<file path="config.mk">
export PLATFORM = sky130hd
export DESIGN_NAME = cnn_line_buffer_window
export DESIGN_NICKNAME = d
export VERILOG_FILES = /design/src/rtl/cnn_pkg.sv /design/src/rtl/cnn_row_buffer.sv /design/src/rtl/cnn_line_buffer_window.sv
export SDC_FILE = /design/constraint.sdc
export NUM_CORES = 1
export LEC_CHECK = 0
export CORE_UTILIZATION = 60
export DETAILED_ROUTE_END_ITERATION = 8
export PLACE_DENSITY = 0.79
export SYNTH_ARGS = -nofsm -noshare
export SYNTH_HDL_FRONTEND = slang
export SYNTH_SLANG_ARGS = --single-unit
</file>
<file path="constraint.sdc">
create_clock -name clk -period 6.7 [get_ports clk]
set_clock_uncertainty 0.15 [all_clocks]
set_input_delay 1.005 -clock clk [delete_from_list [all_inputs] [get_ports clk]]
set_output_delay 1.005 -clock clk [all_outputs]
set_load 0.05 [all_outputs]
</file>
<file path="src/rtl/cnn_pkg.sv">
// Shared definitions for the CNN front-end stages.
// Holds the default frame/kernel geometry, the derived counter and window
// widths, and the helper that maps a window (row, col) to its flat element index.
package cnn_pkg;

    localparam int I_F_BW = 8;   // bits per pixel (unsigned)
    localparam int KX     = 5;   // window width
    localparam int KY     = 5;   // window height
    localparam int IMG_W  = 28;  // pixels per row
    localparam int IMG_H  = 28;  // rows per frame

    localparam int COL_BW = $clog2(IMG_W);
    localparam int ROW_BW = $clog2(IMG_H);
    localparam int WIN_BW = KX * KY * I_F_BW;

    // Flat element index of window position (r, c); r=0 is the oldest row,
    // c=0 the leftmost column. This is the kernel's weight ordering.
    function automatic int win_idx(input int r, input int c, input int kx);
        return r * kx + c;
    endfunction

endpackage

</file>
<file path="src/rtl/cnn_row_buffer.sv">
// One line of pixel history for the window generator.
// A DEPTH-entry circular RAM addressed by the column counter of the owner.
// The read is combinational on the current address and the write lands at the
// clock edge, so dout_o is the value stored one full row earlier at this column
// (read-before-write). Cascading instances gives successively older rows.
// Ports:
//   clk     clock, rising edge
//   en_i    write enable (one accepted pixel)
//   addr_i  column index of the pixel being accepted
//   din_i   pixel to store
//   dout_o  pixel stored at addr_i one row ago
module cnn_row_buffer
    import cnn_pkg::*;
#(
    parameter int DEPTH = IMG_W,
    parameter int WIDTH = I_F_BW,
    parameter int AW    = $clog2(DEPTH)
) (
    input  logic             clk,
    input  logic             en_i,
    input  logic [AW-1:0]    addr_i,
    input  logic [WIDTH-1:0] din_i,
    output logic [WIDTH-1:0] dout_o
);

    // Contents are deliberately not reset: nothing downstream looks at a tap
    // until the whole row has been rewritten since the last reset.
    logic [WIDTH-1:0] mem_q [DEPTH];

    assign dout_o = mem_q[addr_i];

    always_ff @(posedge clk) begin
        if (en_i) begin
            mem_q[addr_i] <= din_i;
        end
    end

endmodule

</file>
<file path="src/rtl/cnn_line_buffer_window.sv">
// KX x KY sliding-window generator feeding the convolution kernel stage.
// Takes a raster-order pixel stream (gaps allowed, no backpressure), keeps
// KY-1 previous rows in cascaded row buffers, and emits the full window,
// packed flat, one cycle after every pixel whose window lies fully inside
// the frame.
// Ports:
//   clk          clock, rising edge
//   reset        synchronous active-high reset
//   i_in_valid   pixel strobe
//   i_in_pixel   raster-order pixel
//   o_ot_valid   1-cycle pulse per window
//   o_ot_fmap    packed window, element e=r*KX+c at [e*I_F_BW +: I_F_BW]
//   o_frame_done pulses with the last window of a frame
module cnn_line_buffer_window #(
    parameter int IMG_W  = cnn_pkg::IMG_W,
    parameter int IMG_H  = cnn_pkg::IMG_H,
    parameter int KX     = cnn_pkg::KX,
    parameter int KY     = cnn_pkg::KY,
    parameter int I_F_BW = cnn_pkg::I_F_BW
) (
    input  logic                      clk,
    input  logic                      reset,
    input  logic                      i_in_valid,
    input  logic [I_F_BW-1:0]         i_in_pixel,
    output logic                      o_ot_valid,
    output logic [KX*KY*I_F_BW-1:0]   o_ot_fmap,
    output logic                      o_frame_done
);
    import cnn_pkg::*;

    localparam int CW  = $clog2(IMG_W);
    localparam int RW  = $clog2(IMG_H);
    localparam int WBW = KX * KY * I_F_BW;

    localparam logic [CW-1:0] COL_LAST = CW'(IMG_W - 1);
    localparam logic [RW-1:0] ROW_LAST = RW'(IMG_H - 1);
    localparam logic [CW-1:0] COL_FIRST_WIN = CW'(KX - 1);
    localparam logic [RW-1:0] ROW_FIRST_WIN = RW'(KY - 1);

    // ---------------------------------------------------------------
    // Position counters
    // ---------------------------------------------------------------
    logic [CW-1:0] col_q, col_d;
    logic [RW-1:0] row_q, row_d;
    logic          acc;        // pixel accepted this cycle
    logic          col_last;
    logic          row_last;
    logic          win_emit;   // accepted pixel completes an in-frame window
    logic          frame_end;

    // Reset takes priority over a simultaneous pixel, which is dropped.
    assign acc       = i_in_valid & ~reset;
    assign col_last  = (col_q == COL_LAST);
    assign row_last  = (row_q == ROW_LAST);
    assign win_emit  = acc && (row_q >= ROW_FIRST_WIN) && (col_q >= COL_FIRST_WIN);
    assign frame_end = win_emit && col_last && row_last;

    always_comb begin
        col_d = col_q;
        row_d = row_q;
        if (acc) begin
            if (col_last) begin
                col_d = '0;
                row_d = row_last ? '0 : row_q + RW'(1);
            end else begin
                col_d = col_q + CW'(1);
            end
        end
    end

    // ---------------------------------------------------------------
    // Row buffer cascade: buffer k delivers the pixel from k+1 rows above
    // at the current column.
    // ---------------------------------------------------------------
    logic [I_F_BW-1:0] lb_din  [KY-1];
    logic [I_F_BW-1:0] lb_dout [KY-1];

    for (genvar k = 0; k < KY - 1; k++) begin : g_rb
        if (k == 0) begin : g_head
            assign lb_din[k] = i_in_pixel;
        end else begin : g_tail
            assign lb_din[k] = lb_dout[k-1];
        end

        cnn_row_buffer #(
            .DEPTH (IMG_W),
            .WIDTH (I_F_BW),
            .AW    (CW)
        ) u_rb (
            .clk    (clk),
            .en_i   (acc),
            .addr_i (col_q),
            .din_i  (lb_din[k]),
            .dout_o (lb_dout[k])
        );
    end

    // ---------------------------------------------------------------
    // Window register array. Every accepted pixel shifts all rows left; the
    // new right column is oldest row on top, live pixel at the bottom.
    // ---------------------------------------------------------------
    logic [I_F_BW-1:0] win_q   [KY][KX];
    logic [I_F_BW-1:0] win_d   [KY][KX];
    logic [I_F_BW-1:0] new_col [KY];
    logic [WBW-1:0]    fmap_d;

    always_comb begin
        for (int r = 0; r < KY; r++) begin
            new_col[r] = (r == KY - 1) ? i_in_pixel : lb_dout[KY-2-r];
        end
    end

    always_comb begin
        for (int r = 0; r < KY; r++) begin
            for (int c = 0; c < KX; c++) begin
                win_d[r][c] = win_q[r][c];
            end
        end
        if (acc) begin
            for (int r = 0; r < KY; r++) begin
                for (int c = 0; c < KX - 1; c++) begin
                    win_d[r][c] = win_q[r][c+1];
                end
                win_d[r][KX-1] = new_col[r];
            end
        end
    end

    always_comb begin
        fmap_d = '0;
        for (int r = 0; r < KY; r++) begin
            for (int c = 0; c < KX; c++) begin
                fmap_d[win_idx(r, c, KX)*I_F_BW +: I_F_BW] = win_d[r][c];
            end
        end
    end

    // Window storage needs no reset: output gating hides stale contents.
    always_ff @(posedge clk) begin
        win_q <= win_d;
    end

    // ---------------------------------------------------------------
    // Registered outputs; fmap only reloads on an emitted window so it
    // holds the last window through gaps and non-window pixels.
    // ---------------------------------------------------------------
    logic           valid_q;
    logic           done_q;
    logic [WBW-1:0] fmap_q;

    always_ff @(posedge clk) begin
        if (reset) begin
            col_q   <= '0;
            row_q   <= '0;
            valid_q <= 1'b0;
            done_q  <= 1'b0;
            fmap_q  <= '0;
        end else begin
            col_q   <= col_d;
            row_q   <= row_d;
            valid_q <= win_emit;
            done_q  <= frame_end;
            if (win_emit) begin
                fmap_q <= fmap_d;
            end
        end
    end

    assign o_ot_valid   = valid_q;
    assign o_frame_done = done_q;
    assign o_ot_fmap    = fmap_q;

endmodule
</file>
==> results.py, run 1 <==
metrics = {
    "routing": {
        "drt-total-wl_mm": 124,
        "drtPass1Iterations": 8,
        "ant_nets": 0,
        "avgViaCountPerCell": 6.22,
        "drc": 2,
        "drt_iter0_drc": 3827,
        "wl_per_cell_um": 25.6,
        "vias": 29995,
    },
    "clock_tree": {
        "htreeDepth": 3,
        "clk_latency_ns": 0.70,
        "cts_tree": "yes",
        "clock-sinks": 1313,
        "post-cts-setup-buffers": 0,
        "clk_pin_slew_ns": 0.06,
        "root_buffer": "clkbuf_16",
        "cts_buffers": 121,
        "ctsResizeCount": 0,
        "cts_hold_buf": 0,
        "clockBufferDepth": 3,
    },
    "yosys": {
        "synth_common_cells": "edfxtp_1, nand2_1, dfxtp_1, a21oi_1, mux2i_1",
        "ys_warn_count": 0,
        "synth_top_family_by_area": "multiplexers",
        "synthMuxAreaShare": 0.101,
        "ys_seq_elements": 1313,
        "synth-simple-area-share": 0.0711,
        "yosysSeqAreaShare": 0.720,
        "synth_cell_types": 53,
        "synth_top_area_cell": "edfxtp_1",
        "synth_top_area_frac": 0.549,
        "synth_edf_count": 896,
        "yosys-top-cells-area": "edfxtp_1, dfxtp_1, mux2i_1, nand2_1, a21oi_1",
        "avgSynthCellArea_um2": 14.0,
        "async_reset_ff_frac": 0,
        "synth.net_count": 3515,
        "synth_compound_area_frac": 0.0847,
        "synthAdderAreaFrac": 0.00153,
        "synthXorXnorAreaFrac": 0.000179,
        "synth.most_common_cell": "edfxtp_1",
        "netlist_instances": 3498,
        "synth_flop_cell": "edfxtp_1",
        "syn-cell-area_um2": 49000,
    },
    "sta": {
        "slew_headroom": 0.164,
        "max_freq_mhz": 242,
        "setup_viol": 0,
        "setup_ws_ns": 2.57,
        "fin_crit_sh": 0.616,
        "setup_tns_ns": 0,
        "hold_viol_final": 0,
        "rsz0062_at_grt": "false",
        "tightest_slew_ns": 1.25,
        "period_minus_slack_ns": 4.13,
        "slew_viol_final": 0,
    },
    "critical_path": {
        "path_max_fanout": 33,
        "worstPathRequired_ns": 7.12,
        "r2r_slack_ns": 2.57,
        "end_kind": "register",
        "worstSetupStartpointType": "register",
        "ff2ff_path_depth": 5,
        "worstPathArrival_ns": 4.55,
        "worstReg2RegEnd": "win_q[122]$_DFF_P_",
        "crit_type": "register to register",
        "crit_end": "win_q[122]$_DFF_P_",
    },
    "finish": {
        "stdcell_count": 4821,
        "diodes": 0,
        "postLayoutCellArea_um2": 56200,
        "area_growth_pct": 14.7,
        "drive_above_1_share": 0.113,
        "fill_cells": 5130,
        "nets": 3676,
    },
    "global_route": {
        "grt_pass1_wl_mm": 181,
        "overflow": 0,
        "antenna_found_initial": 2,
        "grt_max_degree": 210,
        "grtUsageTotal": 0.295,
        "grt_pass1_vias": 28824,
    },
    "run_status": {
        "status": "complete, but fails checks",
        "violations": "design-rule violations",
    },
    "placed_design": {
        "gp_congestion": 0.865,
        "post_dp_cell_area_um2": 52300,
        "place_inst": 4596,
        "place_ws_ns": 2.42,
        "place.port_buffers": 212,
        "dp_hpwl_mm": 72.5,
    },
    "die": {
        "dieArea_um2": 82800,
        "dieHeight_um": 288,
        "core_um2": 80700,
        "die_width_um": 288,
        "initial_utilization": 0.607,
        "rows": 104,
        "ios": 213,
    },
    "worst_hold_path": {
        "holdPathStages": 2,
        "min_path_type": "register to register",
    },
    "power_and_ir_drop": {
        "vdd.ir_drop.worst_mv": 0.297,
        "leakage_nw": 18.9,
        "power.density_nw_per_um2": 303,
    },
    "flow_run": {
        "maxCapViolCount": 0,
    },
}
## routing by layer
metal	global-route usage	part of all wire	vias up
met5	0	0	-
met4	0.127	0.045	0
met3	0.0506	0.092	265
met2	0.461	0.47	1585
met1	0.410	0.39	14889
li1	-	-	13256
## metrics by stage
| step | utilization | power [mW] | hold slack (ns) |
|---|---|---|---|
| floorplan | - | 9.97 | 0.267 |
| global placement | 0.648 | 10.3 | 0.276 |
| detailed placement | 0.648 | 10.4 | 0.281 |
| CTS | 0.697 | 17.0 | 0.296 |
| global route | 0.697 | 17.5 | 0.322 |
| finish | 0.697 | 17.0 | 0.296 |
## sequential cells by signal, summed over array words and instances (netlist names), named ones only
name             cells
col_q                5
g_rb.u_rb.mem_q    896
o_frame_done         1
o_ot_valid           1
win_q              200
o_ot_fmap          200
row_q                5
## critical path, cell delays in order (launching register included)
cell	delay (ns)
dfxtp_2	0.94
nand2b_1	0.67
o22ai_1	0.19
a211oi_1	0.88
o221ai_4	0.65
mux2_2	0.49
## worst min path at each step
stage	end	start
floorplan	win_q[112]$_DFF_P_	win_q[112]$_DFF_P_
global placement	win_q[198]$_DFF_P_	win_q[198]$_DFF_P_
detailed placement	win_q[115]$_DFF_P_	win_q[115]$_DFF_P_
CTS	win_q[115]$_DFF_P_	win_q[115]$_DFF_P_
global route	win_q[155]$_DFF_P_	win_q[155]$_DFF_P_
finish	win_q[152]$_DFF_P_	win_q[152]$_DFF_P_
## final cells by class
cell class,count,area (um^2),share of cell area
sequential,1313,35300,0.627
tap,1060,1330,0.0236
inverter,6,22.5,0.000401
clock inverter,62,532,0.00946
timing repair buffer,256,2490,0.0443
clock buffer,163,3370,0.0599
multi-input combinational,1961,13200,0.235
## cell families after synthesis
group / Yosys count
and+or+nand+nor: 870
muxes: 430
adders and majority gates: 6
AOI/OAI and AO/OA: 654
xor gates and xnor gates: 1
DFF: 1313
buffers and inverters: 224
## where the power goes
group	switching, mW	internal [mW]
Clock	2.97	3.79
Combinational	0.764	0.333
Sequential	0.154	9.01
## placed cells by master, fill, tap and decap left out, types with 7 or more instances in the layout
| cell | instances |
|---|---|
| a211oi_1 | 16 |
| a21o_1 | 9 |
| a21oi_1 | 373 |
| a221oi_1 | 17 |
| a22o_1 | 12 |
| a22oi_1 | 100 |
| buf_4 | 39 |
| bufinv_16 | 7 |
| clkbuf_1 | 26 |
| clkbuf_16 | 123 |
| clkbuf_8 | 14 |
| clkdlybuf4s50_1 | 206 |
| clkinv_1 | 17 |
| clkinv_2 | 26 |
| dfxtp_1 | 412 |
| edfxtp_1 | 896 |
| mux2_2 | 63 |
| mux2i_1 | 323 |
| mux4_2 | 44 |
| nand2_1 | 543 |
| nand3_1 | 19 |
| nor2_1 | 218 |
| nor2_4 | 28 |
| nor2b_1 | 17 |
| nor3b_1 | 10 |
| o21a_1 | 15 |
| o21ai_0 | 13 |
| o221ai_1 | 21 |
| o221ai_4 | 14 |
| o22ai_1 | 31 |
Power figures use the tool's default switching activity.
==> inputs of run 2 (changes only) <==
==> constraint.sdc (replaced) <==
create_clock -name clk -period 3.9 [get_ports clk]
set_clock_uncertainty 0.15 [all_clocks]
set_input_delay 0.585 -clock clk [delete_from_list [all_inputs] [get_ports clk]]
set_output_delay 0.585 -clock clk [all_outputs]
set_load 0.05 [all_outputs]
==> run 2 against run 1 <==
Against the previous run:
- the run still ends with design-rule violations left
- via count is 2.3% higher
- cell count is 2.1% higher
- first-iteration DRC count is 9.3% lower
- flip-flop and latch count stayed put
- wire length is 0.55% higher
- register-to-register slack worse by 2.0 ns
- sequential share of layout area is 1.3 points lower
- core utilization is 1.5 points higher
- clock power is 78% higher
- die area stayed put
- clock-buffer cell count is 20 higher
- critical path depth is 2 higher
- critical path type unchanged
- largest power group unchanged
==> results.py, run 2 (synthesis gave the netlist of run 1 again) <==
metrics = {
    "clock_tree": {
        "cts_buffers": 130,
        "ctsResizeCount": 0,
        "root_buffer": "clkbuf_16",
        "clk_pin_slew_ns": 0.06,
        "post-cts-setup-buffers": 0,
        "clk_latency_ns": 0.74,
        "htreeDepth": 4,
        "clockBufferDepth": 3,
        "cts_hold_buf": 0,
        "clock-sinks": 1313,
        "cts_tree": "yes",
    },
    "finish": {
        "layout_commonest_cell": "edfxtp_1",
        "regMostFlops": "g_rb.u_rb.mem_q",
        "drive_above_1_share": 0.133,
        "fill_cells": 5016,
        "mostFrequentLayoutCells": "edfxtp_1, nand2_1, dfxtp_1, a21oi_1, mux2i_1",
        "multi_input_area_um2": 13100,
        "largest_register_ffs": 896,
        "diodes": 0,
        "regArea_um2": 35300,
        "area_growth_pct": 17.2,
        "stdcell_count": 4923,
        "nets": 3784,
    },
    "sta": {
        "period_minus_slack_ns": 3.30,
        "hold_viol_final": 0,
        "tightest_slew_ns": 1.21,
        "rsz0062_at_grt": "false",
        "slew_viol_final": 0,
        "slew_headroom": 0.190,
        "setup_tns_ns": 0,
        "setup_viol": 0,
        "max_freq_mhz": 303,
        "fin_crit_sh": 0.847,
    },
    "placed_design": {
        "place.port_buffers": 212,
        "place_inst": 4695,
        "dp_hpwl_mm": 73.1,
        "gp_congestion": 0.828,
    },
    "critical_path": {
        "path_max_fanout": 29,
        "cp_cell_sequence": "nor2b_4, buf_12, buf_4, a22oi_1, nand3_1, o221ai_2, buf_4",
        "ff2ff_path_depth": 7,
        "path_delay_family": "simple AND/OR/NAND/NOR gates",
        "worstSetupStartpointType": "register",
        "slowest_delay_ns": 1.04,
        "crit_path_top_delay_cell": "nor2b_4",
        "worstPathArrival_ns": 3.59,
        "worstPathRequired_ns": 4.19,
        "worstReg2RegEnd": "g_rb[1].u_rb.mem_q[8][3]$_DFFE_PP_",
        "end_kind": "register",
        "worst_path_most_repeated_cell": "buf_4",
        "crit_type": "register to register",
        "crit_buf_inv": 3,
        "r2r_slack_ns": 0.60,
    },
    "global_route": {
        "grt_max_degree": 206,
        "grt_pass1_wl_mm": 184,
        "grtUsageTotal": 0.301,
        "grt_pass1_vias": 29797,
        "overflow": 0,
        "antenna_found_initial": 2,
    },
    "run_status": {
        "violations": "design-rule violations",
        "status": "complete, but fails checks",
    },
    "routing": {
        "vias": 30676,
        "drt-total-wl_mm": 124,
        "drt_iter0_drc": 3472,
        "drtPass1Iterations": 9,
        "avgViaCountPerCell": 6.23,
        "drc": 2,
        "wl_per_cell_um": 25.3,
        "ant_nets": 0,
    },
    "worst_hold_path": {
        "min_to": "o_ot_fmap[49]$_SDFFE_PP0P_",
        "min_path_type": "input pin to register",
        "min_from": "reset",
        "holdPathStages": 2,
    },
    "die": {
        "core_um2": 80700,
        "initial_utilization": 0.607,
        "dieHeight_um": 288,
        "rows": 104,
        "ios": 213,
        "dieArea_um2": 82800,
        "die_width_um": 288,
    },
    "power_and_ir_drop": {
        "power.density_nw_per_um2": 515,
        "vdd.ir_drop.worst_mv": 0.445,
        "leakage_nw": 19.5,
    },
    "flow_run": {
        "maxCapViolCount": 0,
    },
}
-- run 2: layout make-up --
type,instances,area share
clock buffer,183,0.0635
multi-input combinational,1961,0.227
tap,1060,0.0231
clock inverter,45,0.00800
sequential,1313,0.614
inverter,6,0.000392
timing repair buffer,355,0.0635
-- run 2: worst max path at each step --
stage / startpoint / endpoint / slack (ns) / depth (start not counted)
3_5_place_dp: i_in_valid / g_rb[3].u_rb.mem_q[5][6]$_DFFE_PP_ / 0.61 / 5
6_report: register / g_rb[1].u_rb.mem_q[8][3]$_DFFE_PP_ / 0.60 / 7
4_1_cts: register / g_rb[1].u_rb.mem_q[3][0]$_DFFE_PP_ / 0.62 / 5
2_1_floorplan: i_in_valid / g_rb[0].u_rb.mem_q[26][0]$_DFFE_PP_ / 0.35 / 6
5_1_grt: register / g_rb[1].u_rb.mem_q[3][0]$_DFFE_PP_ / 0.47 / 5
3_3_place_gp: i_in_valid / g_rb[0].u_rb.mem_q[5][3]$_DFFE_PP_ / 0.62 / 5
-- run 2: metal layers --
| metal | global-route usage | part of all wire | wire length, um | up-vias |
|---|---|---|---|---|
| li1 | - | - | - | 13502 |
| met1 | 0.402 | 0.39 | 48000 | 15237 |
| met2 | 0.478 | 0.48 | 59300 | 1608 |
| met3 | 0.0629 | 0.091 | 11400 | 329 |
| met4 | 0.131 | 0.046 | 5660 | 0 |
| met5 | 0 | 0 | 0 | - |
-- run 2: metrics by stage --
| step | utilization | hold WS (ns) | power [mW] | setup WS, ns | cell area, um^2 |
|---|---|---|---|---|---|
| 2_1_floorplan | - | 0.267 | 17.1 | 0.352 | 49000 |
| 3_3_place_gp | 0.661 | 0.276 | 17.7 | 0.623 | 53300 |
| 3_5_place_dp | 0.661 | 0.280 | 17.8 | 0.606 | 53300 |
| 4_1_cts | 0.712 | 0.0711 | 29.7 | 0.618 | 57400 |
| 5_1_grt | 0.712 | 0.101 | 30.4 | 0.471 | 57400 |
| 6_report | 0.712 | 0.0948 | 29.6 | 0.596 | 57400 |
-- run 2: power by group --
group,internal (mW),switching (mW)
Clock,6.80,5.21
Sequential,15.5,0.263
Combinational,0.622,1.20
